**src/rtl/rv32_mod_fetch_aligner.sv**
```systemverilog
// RV32 fetch aligner: fetches aligned 32-bit words and re-slices them into
// 16/32-bit instructions through a four-halfword queue, with flush/redirect.
module rv32_mod_fetch_aligner #(
    parameter logic [31:0] RESET_PC = 32'h0000_0000
) (
    input  logic        clk,
    input  logic        rst_n,
    output logic        mem_req,
    output logic [31:0] mem_addr,
    input  logic        mem_ack,
    input  logic [31:0] mem_rdata,
    input  logic        flush,
    input  logic [31:0] flush_pc,
    output logic        instr_valid,
    output logic [31:0] instr,
    output logic [31:0] instr_pc,
    input  logic        instr_ready
);

    typedef enum logic [1:0] {
        ST_IDLE    = 2'd0,
        ST_WAIT    = 2'd1,
        ST_DISCARD = 2'd2
    } state_t;

    localparam logic [31:0] RESET_PC_HW   = {RESET_PC[31:1], 1'b0};
    localparam logic [31:0] RESET_FETCH   = {RESET_PC[31:2], 2'b00};

    logic [15:0] q_r [4];
    logic [2:0]  count_r;
    logic [31:0] pc_r;
    logic [31:0] fetch_addr_r;
    logic        skip_lo_r;
    state_t      state_r;

    logic        head_comp_s;
    logic        pop_s;
    logic        push_s;
    logic [2:0]  pop_n_s;
    logic [2:0]  cnt_pop_s;
    logic [2:0]  cnt_nxt_s;
    logic [15:0] q_pop_s [4];
    logic [15:0] q_nxt_s [4];
    logic [31:0] pc_nxt_s;
    logic        nxt_comp_s;
    logic        valid_nxt_s;
    logic [31:0] instr_nxt_s;
    logic [31:0] flush_hw_s;
    logic [31:0] flush_word_s;
    logic        flush_lsb_unused_s;

    assign flush_lsb_unused_s = flush_pc[0];
    assign flush_hw_s   = {flush_pc[31:1], 1'b0};
    assign flush_word_s = {flush_pc[31:2], 2'b00};

    assign head_comp_s = (q_r[0][1:0] != 2'b11);
    assign pop_s       = instr_valid & instr_ready & ~flush;
    assign push_s      = (state_r == ST_WAIT) & mem_ack & ~flush;
    assign pop_n_s     = pop_s ? (head_comp_s ? 3'd1 : 3'd2) : 3'd0;
    assign cnt_pop_s   = count_r - pop_n_s;

    // Shift out consumed halfwords, then append the fetched word behind the survivors.
    always_comb begin
        for (int i = 0; i < 4; i++) begin
            q_pop_s[i] = q_r[i];
            q_nxt_s[i] = q_r[i];
        end
        case (pop_n_s)
            3'd1: begin
                q_pop_s[0] = q_r[1];
                q_pop_s[1] = q_r[2];
                q_pop_s[2] = q_r[3];
                q_pop_s[3] = q_r[3];
            end
            3'd2: begin
                q_pop_s[0] = q_r[2];
                q_pop_s[1] = q_r[3];
                q_pop_s[2] = q_r[3];
                q_pop_s[3] = q_r[3];
            end
            default: begin
                for (int i = 0; i < 4; i++) begin
                    q_pop_s[i] = q_r[i];
                end
            end
        endcase
        for (int i = 0; i < 4; i++) begin
            q_nxt_s[i] = q_pop_s[i];
            if (push_s) begin
                if (skip_lo_r) begin
                    if (3'(i) == cnt_pop_s) begin
                        q_nxt_s[i] = mem_rdata[31:16];
                    end else begin
                        q_nxt_s[i] = q_pop_s[i];
                    end
                end else if (3'(i) == cnt_pop_s) begin
                    q_nxt_s[i] = mem_rdata[15:0];
                end else if (3'(i) == (cnt_pop_s + 3'd1)) begin
                    q_nxt_s[i] = mem_rdata[31:16];
                end else begin
                    q_nxt_s[i] = q_pop_s[i];
                end
            end else begin
                q_nxt_s[i] = q_pop_s[i];
            end
        end
    end

    // Next count, pc and the decoder-facing view of the next queue head.
    always_comb begin
        cnt_nxt_s = cnt_pop_s;
        pc_nxt_s  = pc_r;
        if (flush) begin
            cnt_nxt_s = 3'd0;
            pc_nxt_s  = flush_hw_s;
        end else begin
            if (push_s) begin
                cnt_nxt_s = cnt_pop_s + (skip_lo_r ? 3'd1 : 3'd2);
            end else begin
                cnt_nxt_s = cnt_pop_s;
            end
            if (pop_s) begin
                pc_nxt_s = pc_r + (head_comp_s ? 32'd2 : 32'd4);
            end else begin
                pc_nxt_s = pc_r;
            end
        end
        nxt_comp_s  = (q_nxt_s[0][1:0] != 2'b11);
        valid_nxt_s = (cnt_nxt_s >= 3'd2) || ((cnt_nxt_s == 3'd1) && nxt_comp_s);
        if (nxt_comp_s) begin
            instr_nxt_s = {16'h0000, q_nxt_s[0]};
        end else begin
            instr_nxt_s = {q_nxt_s[1], q_nxt_s[0]};
        end
    end

    // Queue, pc and registered decoder outputs.
    always_ff @(posedge clk or negedge rst_n) begin
        if (!rst_n) begin
            for (int i = 0; i < 4; i++) begin
                q_r[i] <= 16'h0000;
            end
            count_r     <= 3'd0;
            pc_r        <= RESET_PC_HW;
            instr_valid <= 1'b0;
            instr       <= 32'h0000_0000;
            instr_pc    <= RESET_PC_HW;
        end else begin
            for (int i = 0; i < 4; i++) begin
                q_r[i] <= q_nxt_s[i];
            end
            count_r     <= cnt_nxt_s;
            pc_r        <= pc_nxt_s;
            instr_valid <= valid_nxt_s;
            instr       <= instr_nxt_s;
            instr_pc    <= pc_nxt_s;
        end
    end

    // Fetch FSM; a word requested before a flush is always drained and dropped.
    always_ff @(posedge clk or negedge rst_n) begin
        if (!rst_n) begin
            state_r      <= ST_IDLE;
            mem_req      <= 1'b0;
            mem_addr     <= RESET_FETCH;
            fetch_addr_r <= RESET_FETCH;
            skip_lo_r    <= RESET_PC[1];
        end else begin
            if (flush) begin
                skip_lo_r <= flush_pc[1];
            end else if (push_s) begin
                skip_lo_r <= 1'b0;
            end else begin
                skip_lo_r <= skip_lo_r;
            end
            case (state_r)
                ST_IDLE: begin
                    if (flush) begin
                        state_r      <= ST_WAIT;
                        mem_req      <= 1'b1;
                        mem_addr     <= flush_word_s;
                        fetch_addr_r <= flush_word_s;
                    end else if (cnt_pop_s <= 3'd2) begin
                        state_r  <= ST_WAIT;
                        mem_req  <= 1'b1;
                        mem_addr <= fetch_addr_r;
                    end else begin
                        state_r <= ST_IDLE;
                        mem_req <= 1'b0;
                    end
                end
                ST_WAIT: begin
                    if (flush) begin
                        fetch_addr_r <= flush_word_s;
                        if (mem_ack) begin
                            state_r <= ST_IDLE;
                            mem_req <= 1'b0;
                        end else begin
                            state_r <= ST_DISCARD;
                            mem_req <= 1'b1;
                        end
                    end else if (mem_ack) begin
                        state_r      <= ST_IDLE;
                        mem_req      <= 1'b0;
                        fetch_addr_r <= fetch_addr_r + 32'd4;
                    end else begin
                        state_r <= ST_WAIT;
                        mem_req <= 1'b1;
                    end
                end
                ST_DISCARD: begin
                    if (flush) begin
                        fetch_addr_r <= flush_word_s;
                    end else begin
                        fetch_addr_r <= fetch_addr_r;
                    end
                    if (mem_ack) begin
                        state_r <= ST_IDLE;
                        mem_req <= 1'b0;
                    end else begin
                        state_r <= ST_DISCARD;
                        mem_req <= 1'b1;
                    end
                end
                default: begin
                    state_r <= ST_IDLE;
                    mem_req <= 1'b0;
                end
            endcase
        end
    end

endmodule

```
**config.mk**
```make
export PLATFORM = sky130hd
export DESIGN_NAME = rv32_mod_fetch_aligner
export DESIGN_NICKNAME = d
export VERILOG_FILES = /design/src/rtl/rv32_mod_fetch_aligner.sv
export SDC_FILE = /design/constraint.sdc
export NUM_CORES = 1
export LEC_CHECK = 0
export BUFFER_PORTS_ARGS = -buffer_cell sky130_fd_sc_hd__buf_4
export CORE_ASPECT_RATIO = 1.4
export CORE_MARGIN = 2
export CORE_UTILIZATION = 35
export CTS_CLUSTER_DIAMETER = 30
export DETAILED_ROUTE_END_ITERATION = 6
export GPL_TIMING_DRIVEN = 0
export SLEW_MARGIN = 20
export SYNTH_ARGS = -nofsm -noshare
export SYNTH_HDL_FRONTEND = slang
export SYNTH_SLANG_ARGS = --single-unit
```
**constraint.sdc**
```tcl
create_clock -name clk -period 5.5 [get_ports clk]
set_clock_uncertainty 0.05 [all_clocks]
set_input_delay 0.275 -clock clk [delete_from_list [all_inputs] [get_ports clk]]
set_output_delay 0.275 -clock clk [all_outputs]
set_load 0.02 [all_outputs]
```
# Word-level counts from Yosys, hierarchy flattened

Index checks and enable logic that the tools add are counted.

$add $sub $neg: 5
$lt $le $gt $ge: 2
Equal/unequal tests: 15
Muxes and demuxes: 48
Bitwise gates (word level): 5
Reductions and logical operators: 13

Operators with widths:

| cell                    | count |
|---|---|
| $mux W16                | 20 |
| $mux W32                | 8 |
| $pmux W64 S2            | 1 |
| $pmux W32 S2            | 1 |
| $add A32 B3 Y32         | 1 |
| $add A32 B3 Y32 const B | 1 |
| $eq A2 B3 Y1 const A    | 4 |
| $mux W2                 | 5 |
| $mux W3                 | 3 |
| $mux W1                 | 8 |
| $reduce_bool A2 Y1      | 4 |
| $eq A1 B3 Y1 const A    | 2 |
| $logic_not A3 Y1        | 2 |
| $pmux W2 S3             | 1 |
| $and A1 B1 Y1           | 4 |
| $eq A2 B1 Y1 const B    | 2 |
| $eq A2 B2 Y1 const B    | 2 |
| $ne A2 B2 Y1 const B    | 2 |
| $reduce_or A2 Y1        | 2 |
| $add A3 B1 Y3 const B   | 1 |
| $add A3 B2 Y3           | 1 |
| $eq A3 B1 Y1 const B    | 1 |
| $ge A3 B2 Y1 const B    | 1 |
| $le A3 B2 Y1 const B    | 1 |
| other kinds (10)        | 10 |

Flip-flop bits (word level): 200
Output and inout port bits: 98
Logic and storage cells: 101

# Depth between registers and ports, before layout

Word-level depth: 13
Depth in mapped cells: 19

# Worst setup path after synthesis

No wires, ideal clock.

Path type: register to register
Start point: reg instr_valid
End point: reg q_r[21] in the netlist's numbering
Arrival time: 3.919 ns
Path slack: 1.446 ns
Cell stages (with the launch flop): 18
Path buffers: 6
Path through: dfrtp_1 -> nand3b_1 -> buf_2 -> clkbuf_1 -> buf_1 -> nor2_1 -> ha_1 -> inv_1 -> fa_1 -> buf_2 -> nor2b_1 -> ha_1 -> or3b_2 -> clkbuf_1 -> nor2_1 -> o21ai_1 -> clkbuf_1 -> a32oi_1

RTL lines:

| item                          | RTL line | source |
|---|---|---|
| start, declared               | 14       | `output logic instr_valid,` |
| start signal, assigned        | 154      | `instr_valid <= valid_nxt_s;` |
| end signal, assigned by index | 150      | `q_r[i] <= q_nxt_s[i];` |
| end, declared                 | 29       | `logic [15:0] q_r [4];` |

==> flow_metrics.py <==
metrics = {
    "outcome": {
        "status": "completed",
    },
    "die": {
        "dieArea_um2": 30840,
        "placementRows": 74,
        "initial_utilization_pct": 35.43,
        "io_pins": 167,
        "die-width_um": 149.0,
        "core_area_um2": 29070,
        "die_h_um": 207.0,
    },
    "logic_synthesis": {
        "synth_area_um2": 10300,
        "async_flop_share_pct": 100.0,
        "synth_cells": 1127,
        "yosysWarnings": 0,
        "synth_top_cell_by_area": "dfrtp_1",
        "synthFlopType": "dfrtp_1",
        "synthMostInstantiatedCell": "dfrtp_1",
        "yosys-top-cells-count": "dfrtp_1 (180), nand2_1 (159), nor2_1 (80)",
        "synth_nets": 1210,
        "synth_top_area_share_pct": 43.73,
        "synth_area_leaders": "dfrtp_1 (44%), nand2_1 (5.8%), mux2i_1 (5.2%)",
        "synth-edff-count": 0,
        "synth_area_per_cell_um2": 9.139,
        "ys_seq_elements": 180,
        "synth_cell_types": 73,
        "ys_seq_area_share_pct": 43.73,
    },
    "worst_setup_path": {
        "worst_setup_path_end_kind": "register",
        "path_buf_inv": 8,
        "path_delay_family": "buffers and inverters",
        "cp_max_fo": 10,
        "startpoint_type": "register",
        "cpPeakStageDelay_ns": 0.52,
        "cp.arrival_ns": 5.42,
        "slowest_stage": "clkbuf_1",
        "path_common_cell": "buf_2",
        "timing_worst_setup_path_type": "reg2reg",
        "crit_path_cell_trace": "nand2_1 > buf_2 > clkinv_1 > buf_2 > buf_1 > nor2_1 > ha_1 > inv_1 > fa_1 > buf_2 > nor2b_1 > ha_1 > or3b_2 > clkbuf_1 > clkbuf_1 > o22ai_1 > mux2_2 > a32oi_1",
        "critPathRequiredTime_ns": 5.80,
    },
    "timing": {
        "setup_violations": 0,
        "relSlewSlack_pct": 26.77,
        "hold_viol": 0,
        "tightest_slew_ns": 1.089,
        "slew_violations": 0,
        "hold_ws_ns": 0.02678,
        "fin_setup_tns_ns": 0,
        "post-route-period-util_pct": 93.24,
        "period_needed_ns": 5.128,
        "rsz0062_at_grt": "no",
        "fmax_mhz": 195.0,
    },
    "clocking": {
        "clk_latency_ns": 0.45,
        "cts.path.max_buffers": 2,
        "cts-buffers-inserted": 17,
        "clk_pin_slew_worst_paths_ns": 0.08,
        "postCtsSetupBuffers": 0,
        "h-tree-depth": 4,
        "clkSinkCount": 180,
        "cts_tree": "built",
        "cts-root-buf": "clkbuf_16",
    },
    "global_route": {
        "antenna_found_initial": 1,
        "grt_first_pass_wirelength_mm": 55.91,
        "grtUsageTotal_pct": 23.88,
        "grt_max_degree": 81,
        "grt_overflow_total": 0,
        "grt_pass1_vias": 9770,
    },
    "worst_hold_path": {
        "min_path_type": "in2reg",
    },
    "pwr": {
        "power_density_nw_per_um2": 528.8,
        "ir_drop_uv": 274.4,
        "p_sw_w": 0.002925,
        "p_clk_share_pct": 17.6,
        "combPwrFrac_pct": 48.2,
        "power_leakage_nw": 5.362,
        "seqPwrFrac_pct": 34.2,
        "p_sw_share_pct": 43.79,
        "p_int_w": 0.003754,
    },
    "placement": {
        "io_buffer_count": 163,
        "dp_hpwl_mm": 27.06,
        "place_inst": 1672,
        "gp_congestion": 0.9156,
    },
    "final_layout": {
        "nets": 1396,
        "final_util_pct": 43.44,
        "stdcell_count": 1705,
        "drive_above_1_share_pct": 21.06,
        "synthToLayoutAreaGrowth_pct": 22.62,
        "diodes": 0,
    },
    "routing": {
        "drc": 0,
        "vias": 9647,
        "vias_per_cell": 5.658,
        "wl_per_cell_um": 21.46,
        "drtPass1Iterations": 5,
        "antenna_left": 0,
        "drtIter0Drc": 849,
        "drt-total-wl_mm": 36.60,
    },
    "job": {
        "cap_violations": 0,
    },
}
## final timing paths
check                              from            to  slack, ns  cells after the start
max                             q_r[48]       q_r[26]       0.37                     18
min                        flush_pc[17]      pc_r[17]       0.03                      3
max in group asynchronous         rst_n  mem_addr[10]       4.37                      3
min in group asynchronous         rst_n     instr[25]       0.28                      2
max reg2reg                     q_r[48]       q_r[26]       0.37                     18
min reg2reg                      q_r[5]        q_r[5]       0.47                      2
## final cells by class
| class | instances | area, µm² |
|---|---|---|
| fill | 2905 | 16440 |
| multi-input combinational | 825 | 5243 |
| sequential | 180 | 4504 |
| timing repair buffer | 167 | 1306 |
| buffer | 103 | 488.0 |
| tap | 380 | 475.5 |
| clock buffer | 19 | 442.9 |
| clock inverter | 12 | 98.84 |
| inverter | 19 | 71.32 |
## metal layers
layer / GRT usage [%] / routed length [µm]
met4: 12.11 / 1584
met5: 0 / 13
met1: 27.61 / 13770
met3: 3.736 / 2205
met2: 42.69 / 19030
## worst register-to-register path, delay by kind of cell (launching register included)
kind                       cells  cell delay, ns
buffers and inverters          8            2.14
DFF                            1            0.47
muxes                          1            0.29
and+or+nand+nor                4            0.80
adders and majority gates      3            0.93
AOI/OAI and AO/OA              2            0.35
## sequential cells by signal, summed over array words and instances (netlist names)
signal,flops
skip_lo_r,1
instr_valid,1
mem_req,1
pc_r,31
count_r,3
instr,17
mem_addr,31
q_r,63
fetch_addr_r,30
state_r,2
## layout by cell type, fill, tap and decap left out, types with 18 or more instances in the layout
master / netlist / layout
a21oi_1: 78 / 78
buf_4: 18 / 180
xor2_1: 18 / 18
nand3_1: 40 / 40
o21ai_0: 57 / 57
o22ai_1: 27 / 27
nand2b_1: 32 / 32
a31oi_1: 31 / 31
mux2i_1: 54 / 54
clkbuf_1: 60 / 59
dfrtp_1: 180 / 180
nand2_1: 159 / 159
nor2_1: 80 / 80
nand4_1: 18 / 18
## stage by stage
| step | total power [W] | setup WS (ns) | cell area (µm²) |
|---|---|---|---|
| floorplan | 0.004299 | 1.446 | 10300 |
| global placement | 0.005450 | 0.02363 | 12000 |
| detailed placement | 0.005490 | 0.09629 | 12060 |
| CTS | 0.006681 | 0.1038 | 12620 |
| global route | 0.007092 | 0.02873 | 12630 |
| finish | 0.006679 | 0.3715 | 12630 |
## cell families (layout without fill, tap and decap cells)
group / count (synthesis) / in the layout / synth area share [%]
xor gates and xnor gates: 27 / 27 / 2.369
and+or+nand+nor: 412 / 412 / 19.42
muxes: 71 / 71 / 7.106
DFF: 180 / 180 / 43.73
adders and majority gates: 14 / 14 / 1.919
AOI/OAI and AO/OA: 300 / 300 / 20.01
buffers and inverters: 122 / 320 / 5.406
other: 1 / 1 / 0.03641
## repair_timing
action | in CTS | in global routing
gates resized for setup | 0 | 5
endpoints found under the hold margin | 43 | 0
hold buffers | 2 | 0
setup endpoints to repair | 0 | 19
## power by group through the flow
| stage | clock network, W | logic [W] | registers, W |
|---|---|---|---|
| final | 0.00117 | 0.00322 | 0.00228 |
| after global routing | 0.00125 | 0.00350 | 0.00234 |
| after CTS | 0.00120 | 0.00321 | 0.00227 |
| after detailed placement | 0 | 0.00320 | 0.00229 |
| after global placement | 0 | 0.00316 | 0.00229 |
| after floorplan | 0 | 0.00194 | 0.00236 |
(Power assumes the default switching activity.)
